===== src/rtl/mem_arb_pkg.sv =====
// mem_arb_pkg: shared FSM state and bus-owner encodings for the memory arbiter
package mem_arb_pkg;
    typedef enum logic [1:0] {IDLE, REQ, WAIT, DONE} state_t;
    typedef enum logic {OWN_I, OWN_D} owner_t;
endpackage


===== src/rtl/arb_starve_cnt.sv =====
// arb_starve_cnt: counts data grants taken while fetch waits; at_max forces a fetch grant
module arb_starve_cnt #(
    parameter int STARVE_MAX = 4
) (
    input  logic clk,
    input  logic reset,
    input  logic idle,
    input  logic grant_d,
    input  logic grant_i,
    input  logic i_req,
    output logic at_max
);
    localparam int CW = $clog2(STARVE_MAX + 2);
    logic [CW-1:0] cnt;
    assign at_max = cnt == CW'(STARVE_MAX);
    always_ff @(posedge clk or negedge reset) begin
        if (!reset)
            cnt <= '0;
        else if (grant_i || (idle && !i_req))
            cnt <= '0;
        else if (grant_d && !at_max)
            cnt <= cnt + 1'b1;
    end
endmodule


===== src/rtl/mem_arb.sv =====
// mem_arb: two-requester (fetch/data) arbiter for a single shared memory port
module mem_arb
    import mem_arb_pkg::*;
#(
    parameter int STARVE_MAX = 4,
    parameter int AW         = 32
) (
    input  logic          clk,
    input  logic          reset,
    input  logic          i_req,
    input  logic [AW-1:0] i_addr,
    output logic          i_ack,
    output logic [31:0]   i_rdata,
    input  logic          d_req,
    input  logic          d_we,
    input  logic [AW-1:0] d_addr,
    input  logic [31:0]   d_wdata,
    input  logic [3:0]    d_byteen,
    output logic          d_ack,
    output logic [31:0]   d_rdata,
    output logic          mem_req,
    output logic          mem_we,
    output logic [AW-1:0] mem_addr,
    output logic [31:0]   mem_wdata,
    output logic [3:0]    mem_byteen,
    input  logic          mem_gnt,
    input  logic          mem_rvalid,
    input  logic [31:0]   mem_rdata,
    output logic          busy
);
    state_t state, state_nx;
    owner_t owner;
    logic   we, grant, own_d, at_max;
    assign grant = state == IDLE && (i_req || d_req);
    assign own_d = d_req && !(i_req && at_max);
    arb_starve_cnt #(.STARVE_MAX(STARVE_MAX)) u_starve (
        .clk     (clk),
        .reset   (reset),
        .idle    (state == IDLE),
        .grant_d (grant && own_d),
        .grant_i (grant && !own_d),
        .i_req   (i_req),
        .at_max  (at_max)
    );
    always_ff @(posedge clk or negedge reset) begin
        if (!reset)
            state <= IDLE;
        else
            state <= state_nx;
    end
    always_comb begin
        state_nx = state;
        case (state)
            IDLE:    state_nx = (i_req || d_req) ? REQ : IDLE;
            REQ:     state_nx = mem_gnt ? WAIT : REQ;
            WAIT:    state_nx = mem_rvalid ? DONE : WAIT;
            default: state_nx = IDLE;
        endcase
        mem_req = state == REQ;
        mem_we  = we && mem_req;
        busy    = state != IDLE;
        i_ack   = state == DONE && owner == OWN_I;
        d_ack   = state == DONE && owner == OWN_D;
    end
    // request fields are captured once at grant; the port sees only these registers
    always_ff @(posedge clk or negedge reset) begin
        if (!reset) begin
            owner      <= OWN_I;
            we         <= 1'b0;
            mem_addr   <= '0;
            mem_wdata  <= '0;
            mem_byteen <= '0;
            i_rdata    <= '0;
            d_rdata    <= '0;
        end else begin
            if (grant) begin
                owner      <= own_d ? OWN_D : OWN_I;
                we         <= own_d && d_we;
                mem_addr   <= own_d ? d_addr : i_addr;
                mem_wdata  <= own_d ? d_wdata : '0;
                mem_byteen <= (own_d && d_we) ? d_byteen : 4'b0000;
            end
            if (state == WAIT && mem_rvalid && !we) begin
                if (owner == OWN_D)
                    d_rdata <= mem_rdata;
                else
                    i_rdata <= mem_rdata;
            end
        end
    end
endmodule


===== config.mk =====
export PLATFORM = sky130hd
export DESIGN_NAME = mem_arb
export DESIGN_NICKNAME = d
export VERILOG_FILES = /design/src/rtl/mem_arb_pkg.sv /design/src/rtl/arb_starve_cnt.sv /design/src/rtl/mem_arb.sv
export SDC_FILE = /design/constraint.sdc
export NUM_CORES = 1
export LEC_CHECK = 0
export BUFFER_PORTS_ARGS = -buffer_cell sky130_fd_sc_hd__buf_4
export CAP_MARGIN = 30
export CELL_PAD_IN_SITES_DETAIL_PLACEMENT = 1
export CELL_PAD_IN_SITES_GLOBAL_PLACEMENT = 2
export CORE_ASPECT_RATIO = 0.9
export CORE_MARGIN = 3
export CORE_UTILIZATION = 27
export CTS_BUF_LIST = sky130_fd_sc_hd__clkbuf_4
export CTS_CLUSTER_DIAMETER = 80
export CTS_CLUSTER_SIZE = 8
export DETAILED_ROUTE_END_ITERATION = 16
export HOLD_SLACK_MARGIN = 0.03
export PLACE_DENSITY_LB_ADDON = 0.1
export SYNTH_ARGS = -nofsm -noshare
export SYNTH_HDL_FRONTEND = slang
export SYNTH_SLANG_ARGS = --single-unit

===== constraint.sdc =====
create_clock -name clk -period 1.45 [get_ports clk]
set_clock_uncertainty 0.1 [all_clocks]
set_input_delay 0 -clock clk [delete_from_list [all_inputs] [get_ports clk]]
set_output_delay 0 -clock clk [all_outputs]
set_load 0.02 [all_outputs]

==> run metrics, run 1 <==
routability congestion estimate 0.738; DRC Markers 0; fin. max-slew vios 0; Yosys reg bits 139; critical-path cell list buf_6 > nor2b_4 > and4bb_4 > clkbuf_16 > mux2_4; # clock sinks 139; final setup fails 143; Yosys top cell area share 0.607; Worst-Skew Late Latency 0.54 ns; grt ovf 0; Avg WL per Cell 19.9 um; via count 5390; Crit. Startpoint state[0]$_DFF_PN0_; CTS tree built; Max Fclk 560 MHz; # rows 49; critical path launch point type register; post-layout util 0.543; Tot GR Track Use 0.187; CP arrival 2.13 ns; top-count cell post-synth dfrtp_1; final instance area 11100 um2; minimum clock period 1.79 ns; peak fanout along the critical path 8; vias in the first global route 6027; part of the power in registers 0.306; ys async rst share 1.00; Net Sw Frac 0.383; Mapped Cells 401; routed vias/inst 4.60; WP data required 1.79 ns; CORE AREA 20400 um2; leak pwr 0.00541 uW; RSZ-0062 raised after global routing yes; kind of end point of the critical path register; remaining antenna violation count 0; Tcrit/Tclk final 1.23; Worst path slowest cell dfrtp_2; dominant synthesized flop cell dfrtp_1; net load switching power 8550 uW; synth top area cells dfrtp_1 (61%), mux2_4 (7.9%), mux2_1 (5.9%), a221o_1 (5.6%), a22o_1 (5.0%); final hold violation count 0; first-pass GRT wire length 34.1 mm; number of buffers created by CTS 17; die area 23000 um2; slowest stage delay, CP 0.45 ns; Max-Cap Viols 0; setup_tns -33.79 ns; DRT iter0 DRCs 171; Netlist cell types 35; EDFF count, synth 0; outcome complete, but fails checks; most frequent cells after synthesis dfrtp_1 (139), nand2_1 (36), a22o_1 (33), a221o_1 (32), nor3_1 (32); antenna violations before repair 1; Gate power share 0.568; failing checks setup timing; P&R area growth vs syn 93.7%; slew margin rel. 0.665; H-tree Lvls 4; port bufs 275; Die X 160 um; DRT Wirelength 23.3 mm; Reg clk slew, reported paths 0.13 ns; dpl cell area 8280 um2; root buf cell clkbuf_4; Die H 144 um; clk buf depth 2; worst hold path class in -> reg; Ys Warns 0; Pre-Repair DR Iteration Count 4; reg2reg start state[0]$_DFF_PN0_; IO Pins 276; Detail Placement HPWL 13.8 mm; class of the most critical setup path reg -> reg; Pwr Total 22300 uW; pin count of the biggest net entering global routing 39; Worst path top cell family by delay simple AND/OR/NAND/NOR gates; pwr dens 2010 nW/um2; VDD IR-drop max 1.02 mV; mapped cell area 5730 um2; Avg Inst Size Synth 14.3 um2; area leader, netlist dfrtp_1; sequential area share after synthesis 0.607; final net count 1019; hold_sp d_wdata[5]; layout cell share with drive strength beyond 1 0.525; Clk pwr share 0.126; internal cell power 13800 uW; Initial Util 0.281; slew at the pin closest to its max-slew limit 0.501 ns; crit path buf inv count 2; Setup WS post-layout -0.336 ns; synthesized net count 542
-- cell families (layout without fill, tap and decap cells) --
logic type,count (synthesis),count (layout),share of synthesized area
other cells,0,1,0
fa+ha+maj,2,2,0.00437
simple gates,80,81,0.0699
mux,64,64,0.145
flops,139,139,0.607
compound gates,78,78,0.125
buf+inv,38,527,0.0481
-- worst paths after layout --
kind                                            endpoint  slack [ns]  cells after the start
worst max-delay path              i_rdata[2]$_DFFE_PN0P_       -0.34                      5
worst min-delay path            mem_wdata[5]$_DFFE_PN0P_         0.1                      3
worst max register to register    i_rdata[2]$_DFFE_PN0P_       -0.34                      5
worst min register to register   d_rdata[31]$_DFFE_PN0P_        0.41                      1
max in group asynchronous       mem_addr[26]$_DFFE_PN0P_        0.55                      4
min in group asynchronous         i_rdata[4]$_DFFE_PN0P_        0.45                      4
-- flip-flops by register name, indices dropped and copies added (netlist names) --
register      cells
d_rdata          32
i_rdata          32
mem_addr         32
mem_wdata        32
mem_byteen        4
u_starve.cnt      3
state             2
owner             1
we                1
-- area by class of cell --
type	instances	area [um2]
Fill cell	2068	9320
Timing Repair Buffer	489	4700
Sequential cell	139	3480
Multi-Input combinational cell	225	2230
Tap cell	280	350
Clock inverter	14	169
Clock buffer	18	135
Inverter	6	27.5
Antenna cell	1	2.50
-- cell usage in the layout, fill, tap and decap left out, drive strengths merged, types with 2 or more instances in the layout --
master       netlist  layout
a32o               4       4
nand3              2       2
nand2             36      36
clkbuf             7      27
inv                6       9
nor2               2       2
ha                 2       2
and3               2       3
a22o              33      33
a221o             32      32
dlygate4sd3        0     140
mux2              64      64
dfrtp            139     139
o21ai              3       3
clkinv             0       8
buf               25     340
a21o               2       2
nor3              32      32
bufinv             0       3
-- layer usage --
metal | up-vias | routed length [um] | global-route usage
li1 | 2450 | - | -
met1 | 2721 | 9960 | 0.233
met2 | 191 | 11800 | 0.324
met3 | 28 | 1140 | 0.0470
met4 | 0 | 383 | 0.0580
met5 | - | 0 | 0
-- repair_timing --
| item | 4_1_cts | 5_1_grt |
|---|---|---|
| cloned | 10 | 12 |
| buffers inserted | 10 | 15 |
| hold endpoints to repair | 278 | 0 |
| resized for setup | 56 | 66 |
| pin swaps | 4 | 62 |
| setup endpoints to repair | 141 | 143 |
| hold buffers | 141 | 0 |
-- worst min-delay path, cell delays in order --
cell,delay [ns]
dlygate4sd3_1,0.52
buf_4,0.09
a22o_1,0.11
-- power by group through the flow --
| stage | sequential (uW) | clock [uW] | combinational [uW] |
|---|---|---|---|
| 2_1_floorplan | 8750 | 0 | 3220 |
| 3_3_place_gp | 6750 | 0 | 9650 |
| 3_5_place_dp | 6810 | 0 | 9830 |
| 4_1_cts | 6790 | 2890 | 11600 |
| 5_1_grt | 7050 | 3090 | 13400 |
| 6_report | 6830 | 2820 | 12700 |
-- per-stage QoR --
| stage | instances | hold WS [ns] | setup slack, ns |
|---|---|---|---|
| 2_1_floorplan | 401 | -0.396 | -0.133 |
| 3_3_place_gp | 955 | -0.192 | -0.192 |
| 3_5_place_dp | 955 | -0.192 | -0.218 |
| 4_1_cts | 1148 | 0.0334 | -0.321 |
| 5_1_grt | 1172 | 0.0455 | -0.381 |
| 6_report | 1172 | 0.0966 | -0.336 |
Power figures use the tool's default switching activity.
==> inputs of run 2 (changes only) <==
- ABC_AREA: unset -> 1
- CORE_UTILIZATION: 27 -> 24
- PLACE_DENSITY: unset -> 0.84
- PLACE_DENSITY_LB_ADDON: 0.1 -> unset
==> run 2 against run 1 <==
Against the previous run: the run still ends with setup timing left; global-route usage up 3.3 points; via count up 34%; register-to-register slack better by 0.09 ns; cell count up 27%; synthesized area up 1.2%; synthesized cell count up 64%; worst hold slack better by 0.016 ns; critical endpoint is now mem_addr[25]$_DFFE_PN0P_; largest cell class unchanged; highest routed layer unchanged.
==> run metrics, run 2 <==
H-tree Lvls 4 (unchanged); Avg Inst Size Synth 8.81 um2 (-38%); vias in the first global route 7746 (+29%); synthesized net count 799 (+47%); number of buffers created by CTS 17 (unchanged); via count 7246 (+34%); most frequent cells after synthesis nand2_1 (269), dfrtp_1 (139), nand3_1 (131), nand4_1 (33), clkbuf_1 (18); # fillers 2487 (+20%); class of the most critical setup path reg -> reg; CORE AREA 23500 um2 (+15%); Reg clk slew, reported paths 0.15 ns (+0.02 ns); Die H 153 um (+6.4%); Setup WS post-layout -0.250 ns (+0.0863 ns); final setup fails 143 (unchanged); DRT Wirelength 35.0 mm (+50%); minimum clock period 1.70 ns (-0.0863 ns); clk buf depth 2 (unchanged); Die X 170 um (+6.5%); final net count 1308 (+28%); most frequent cells in the layout buf_4 (288), dlygate4sd3_1 (164), dfrtp_1 (137); port bufs 275 (unchanged); area leader, netlist dfrtp_1; Multi-input gate area 3460 um2 (+55%); reg2reg start state[0]$_DFF_PN0_; first-pass GRT wire length 44.4 mm (+31%); synth top area cells dfrtp_1 (60%), nand2_1 (17%), nand3_1 (11%), nand4_1 (3.6%), buf_2 (1.5%); routability congestion estimate 0.778 (+5.5%); hold slack 0.112 ns (+0.0159 ns); outcome complete, but fails checks; hold_sp d_wdata[5]; fin. max-slew vios 0 (unchanged); kind of end point of the critical path register; slew margin rel. 0.707 (+0.0424); mapped cell area 5800 um2 (+1.2%); FF-to-FF path depth 9 (+4); root buf cell clkbuf_4; Yosys top cell area share 0.600 (-0.00734); # clock sinks 139 (unchanged); Cells after DPL 1222 (+28%); storage element area 3480 um2 (unchanged); # rows 53 (+8.2%); DRT iter0 DRCs 417 (+140%); Mapped Cells 658 (+64%); Initial Util 0.246 (-0.0343); dominant synthesized flop cell dfrtp_1; failing checks setup timing; Ys Warns 0 (unchanged); Detail Placement HPWL 15.9 mm (+15%); ys async rst share 1.00 (unchanged); RSZ-0062 raised after global routing yes; slew at the pin closest to its max-slew limit 0.438 ns (-0.0634 ns); Crit. Startpoint state[0]$_DFF_PN0_; Worst-Skew Late Latency 0.55 ns (about the same); routed vias/inst 4.88 (+6.2%); CP arrival 2.06 ns (-0.07 ns); worst hold path class in -> reg; grt ovf 0 (unchanged); Worst Setup EP mem_addr[25]$_DFFE_PN0P_; Tcrit/Tclk final 1.17 (-0.0595); die area 26100 um2 (+13%); IO Pins 276 (unchanged); P&R area growth vs syn 124%; Pre-Repair DR Iteration Count 5 (+1); Pwr Total 26000 uW (+16%); most common cell after layout, fill and taps aside buf_4; antenna violations before repair 2 (+1); DRC Markers 0 (unchanged); sequential area share after synthesis 0.600 (-0.00734); Worst R2R End mem_addr[25]$_DFFE_PN0P_; final non-filler cell total 1484 (+27%); WP data required 1.81 ns (+0.02 ns); EDFF count, synth 0 (unchanged); peak fanout along the critical path 6 (-2); CTS tree built; pwr dens 2000 nW/um2 (-0.65%); R2R Setup Slk -0.25 ns (+0.09 ns); Yosys reg bits 139 (unchanged); Max Fclk 588 MHz (+5.1%); Tot GR Track Use 0.220 (+0.0327); Netlist cell types 22 (-37%); top-count cell post-synth nand2_1; VDD IR-drop max 1.02 mV (-0.47%); layout cell share with drive strength beyond 1 0.582 (+0.0570); Avg WL per Cell 23.6 um (+19%); final hold violation count 0 (unchanged); critical path launch point type register; leak pwr 0.00638 uW (+18%); remaining antenna violation count 0 (unchanged); Max-Cap Viols 0 (unchanged); pin count of the biggest net entering global routing 52 (+33%)
## run 2: layout make-up
cell class | count | area share
repair buffers | 536 | 0.409
flip-flops and latches | 139 | 0.268
multi-input cells | 458 | 0.267
well taps | 302 | 0.0291
clock inverters | 15 | 0.0118
clock buffers | 17 | 0.00983
inverters | 15 | 0.00491
diodes | 2 | 0.000385
## run 2: logic make-up (layout without fill, tap and decap cells)
group | Yosys count | count (layout) | share of synthesized area
other | 0 | 2 | 0
and+or+nand+nor | 443 | 443 | 0.333
DFF | 139 | 139 | 0.600
adders and majority gates | 2 | 2 | 0.00432
buffers and inverters | 62 | 583 | 0.0509
xor gates and xnor gates | 1 | 1 | 0.00151
AOI/OAI and AO/OA | 11 | 12 | 0.0108
## run 2: worst min path at each step
| stage | slack, ns | depth (start not counted) | to |
|---|---|---|---|
| floorplan | -0.40 | 0 | d_rdata[0]$_DFFE_PN0P_ |
| finish | 0.11 | 4 | mem_wdata[5]$_DFFE_PN0P_ |
| global placement | -0.22 | 1 | d_rdata[27]$_DFFE_PN0P_ |
| global route | 0.05 | 4 | mem_wdata[5]$_DFFE_PN0P_ |
| detailed placement | -0.21 | 1 | d_rdata[27]$_DFFE_PN0P_ |
| CTS | 0.03 | 4 | mem_wdata[4]$_DFFE_PN0P_ |
## run 2: report_power, final
group | internal [uW] | leakage (uW) | switching (uW) | total, uW
clock network | 919 | 0.000147 | 1840 | 2760
logic | 7350 | 0.00448 | 8540 | 15900
registers | 5590 | 0.00175 | 1720 | 7310
total | 13900 | 0.00638 | 12100 | 26000
## run 2: repair_timing
action                                  4_1_cts  5_1_grt
endpoints found under the setup margin      107      142
endpoints found under the hold margin       278        0
pin swaps                                    32       82
setup buffers                                23       20
gates resized for setup                     141      322
hold buffers                                165        0
gates cloned                                 15       15
## run 2: through the flow
stage | setup slack (ns) | instance area [um2] | setup TNS [ns] | util
finish | -0.250 | 13000 | -22.42 | 0.552
global route | -0.308 | 13000 | -32.17 | 0.552
CTS | -0.284 | 11400 | -16.77 | 0.485
detailed placement | -0.118 | 8390 | -3.23 | 0.357
global placement | -0.102 | 8390 | -1.70 | 0.357
floorplan | 0.0448 | 5800 | 0 | -
## run 2: worst max-delay path, cell delays in order (launching register included)
cell and delay [ns]:
dfrtp_1 0.42, buf_6 0.13, nor2_4 0.12, buf_6 0.13
buf_6 0.11, o21ai_4 0.13, buf_12 0.18, buf_16 0.15
nand2_4 0.05, nand3_2 0.08
## run 2: metal layers
metal / wire (um) / track usage / vias to the layer above
li1: - / - / 3197
met1: 13300 / 0.256 / 3679
met2: 18700 / 0.396 / 306
met3: 2080 / 0.0654 / 64
met4: 944 / 0.0526 / 0
met5: 0 / 0 / -
==> inputs of run 3 (changes only) <==
- CTS_BUF_LIST: sky130_fd_sc_hd__clkbuf_4 -> sky130_fd_sc_hd__clkbuf_8
- SYNTH_HIERARCHICAL: unset -> 1
==> run 3 against run 2 <==
Against the previous run: the run still ends with setup timing left; setup slack better by 0.099 ns; cell area is 9.2% lower; worst hold slack better by 0.074 ns; critical path depth is 2 higher; first-iteration DRC count is 40% lower; flip-flop and latch count stayed put; total power is 16% lower; sequential power is 7.3% lower; non-clock buffer count is 49 lower; sequential share of layout area is 2.7 points higher; largest cell class unchanged.
==> run metrics, run 3 <==
outcome complete, but fails checks; failing checks setup timing; Avg Inst Size Synth 8.23 um2 (-6.7%); Worst-Skew Late Latency 0.45 ns (-0.10 ns); mapped cell area 6020 um2 (+3.8%); DRT iter0 DRCs 250 (-40%); via count 6945 (-4.2%); Pwr Total 21700 uW (-16%); Cells after DPL 1338 (+9.5%); class of the most critical setup path reg -> reg; Reg clk slew, reported paths 0.09 ns (-0.06 ns); top-count cell post-synth nand2_1; minimum clock period 1.60 ns (-0.0988 ns); IO Pins 276 (unchanged); port bufs 275 (unchanged); Initial Util 0.246 (about the same); EDFF count, synth 0 (unchanged); Netlist cell types 25 (+14%); Yosys top cell area share 0.578 (-0.0222); Antenna Cells 0 (-2); Avg WL per Cell 18.9 um (-20%); RSZ-0062 raised after global routing yes; final setup fails 142 (-0.70%); DRC Markers 0 (unchanged); vias in the first global route 7433 (-4.0%); synth top area cells dfrtp_1 (58%), nand2_1 (25%), nand3_1 (8.6%), buf_2 (2.4%), buf_6 (1.3%); setup_tns -12.34 ns (+10.09 ns); most frequent cells in the layout nand2_1 (358), buf_4 (297), dlygate4sd3_1 (139); part of the power in registers 0.312 (+0.030); ys async rst share 1.00 (unchanged); final non-filler cell total 1544 (+4.0%); dpl cell area 8740 um2 (+4.1%); first-pass GRT wire length 40.6 mm (-8.7%); slew margin rel. 0.734 (+0.0272); # clock sinks 139 (unchanged); synthesized net count 873 (+9.3%); Max Fclk 624 MHz (+6.2%); CP arrival 1.90 ns (-0.16 ns); dominant synthesized flop cell dfrtp_1; routability congestion estimate 0.778 (about the same); worst hold path class in -> reg; kind of end point of the critical path register; internal cell power 12100 uW (-13%); slew at the pin closest to its max-slew limit 0.399 ns (-0.0391 ns); Mapped Cells 732 (+11%); pin count of the biggest net entering global routing 50 (-3.8%); Tot GR Track Use 0.189 (-0.0314); clk buf depth 2 (unchanged); H-tree Lvls 4 (unchanged); DRT Wirelength 29.2 mm (-17%); Ys Warns 6 (+6); VDD IR-drop max 0.745 mV (-27%); Clk pwr share 0.149 (+0.043); Yosys reg bits 139 (unchanged); remaining antenna violation count 0 (unchanged); # rows 54 (+1.9%); routed vias/inst 4.50 (-7.9%); fin. max-slew vios 0 (unchanged); final instance area 11800 um2 (-9.2%); most frequent cells after synthesis nand2_1 (404), dfrtp_1 (139), nand3_1 (103), buf_2 (29), inv_1 (11); Detail Placement HPWL 16.2 mm (+2.1%); sequential area share after synthesis 0.578 (-0.0222); pwr dens 1840 nW/um2 (-7.9%); most common cell after layout, fill and taps aside nand2_1; post-layout util 0.482 (-0.0693); Max-Cap Viols 0 (unchanged); CORE AREA 24500 um2 (+3.9%); leak pwr 0.00609 uW (-4.6%); Gate power share 0.539 (-0.073); die area 27000 um2 (+3.7%); root buf cell clkbuf_8; critical path launch point type register; final net count 1336 (+2.1%); final hold violation count 0 (unchanged); CTS tree built; Tcrit/Tclk final 1.10 (-0.0681); Die X 173 um (+1.8%); P&R area growth vs syn 95.9%; Setup WS post-layout -0.151 ns (+0.0988 ns); Pre-Repair DR Iteration Count 5 (unchanged); area leader, netlist dfrtp_1; Die H 156 um (+1.8%); # fillers 2782 (+12%); net load switching power 9620 uW (-20%); number of buffers created by CTS 17 (unchanged); layout cell share with drive strength beyond 1 0.432 (-0.150); peak fanout along the critical path 15 (+9); WP data required 1.74 ns (-0.07 ns); antenna violations before repair 0 (-2); grt ovf 0 (unchanged); Net Sw Frac 0.443 (-0.0231)
run 3: power by group through the flow:
stage	combinational [uW]	sequential (uW)	clock, uW
after detailed placement	9550	6630	0
after CTS	10300	6600	3360
final	11700	6780	3240
after global placement	9410	6590	0
after global routing	12600	6990	3500
after floorplan	3010	8440	0
run 3: logic make-up (layout without fill, tap and decap cells):
logic type,after synthesis,after routing,share of synthesized area
simple gates,524,524,0.356
flops,139,139,0.578
buf+inv,60,536,0.0528
compound gates,7,7,0.00915
fa+ha+maj,2,2,0.00416
run 3: per-layer routing:
| layer | wire length (um) | vias up | GRT usage |
|---|---|---|---|
| li1 | - | 3218 | - |
| met1 | 11700 | 3432 | 0.226 |
| met2 | 15000 | 254 | 0.331 |
| met3 | 1930 | 41 | 0.0573 |
| met4 | 572 | 0 | 0.0529 |
| met5 | 0 | - | 0 |
run 3: cell type report:
class	instances	area [um2]	area share
timing repair buffer	487	4510	0.382
sequential	139	3480	0.295
multi-input combinational	533	2940	0.249
tap	336	420	0.0356
clock buffer	17	234	0.0198
clock inverter	15	151	0.0128
inverter	17	66.3	0.00562
run 3: worst max-delay path, cell delays in order, from the launching register on:
cell       delay, ns
dfrtp_1         0.37
inv_2           0.06
ha_4            0.16
nand2_4         0.05
inv_2           0.04
nand2_4         0.10
nand2_8         0.06
nor2_4          0.14
buf_4           0.15
clkbuf_16       0.17
nand2_1         0.07
nand2_1         0.07
run 3: stage by stage:
stage | worst slack (ns) | hold WS [ns]
floorplan | -0.0792 | -0.396
global placement | -0.0702 | -0.200
detailed placement | -0.151 | -0.203
CTS | -0.108 | 0.138
global route | -0.230 | 0.175
finish | -0.151 | 0.186
run 3: path summary, 6_finish.rpt:
kind | from | to | slack [ns] | cells past startpoint
max reg2reg | u_starve/cnt[0]$_DFFE_PN0P_ | mem_wdata[15]$_DFFE_PN0P_ | -0.15 | 11
max | u_starve/cnt[0]$_DFFE_PN0P_ | mem_wdata[15]$_DFFE_PN0P_ | -0.15 | 11
max in group asynchronous | reset | mem_wdata[26]$_DFFE_PN0P_ | 0.40 | 4
min | d_wdata[14] | mem_wdata[14]$_DFFE_PN0P_ | 0.19 | 4
min reg2reg | mem_wdata[11]$_DFFE_PN0P_ | mem_wdata[11]$_DFFE_PN0P_ | 0.39 | 2
min in group asynchronous | reset | i_rdata[3]$_DFFE_PN0P_ | 0.57 | 4
run 3: repair_timing:
action	in CTS	in global routing
setup endpoints to repair	78	143
pin swaps	14	70
buffers inserted	9	10
hold buffers	140	0
cloned	1	15
endpoints found under the hold margin	278	0
resized for setup	38	148
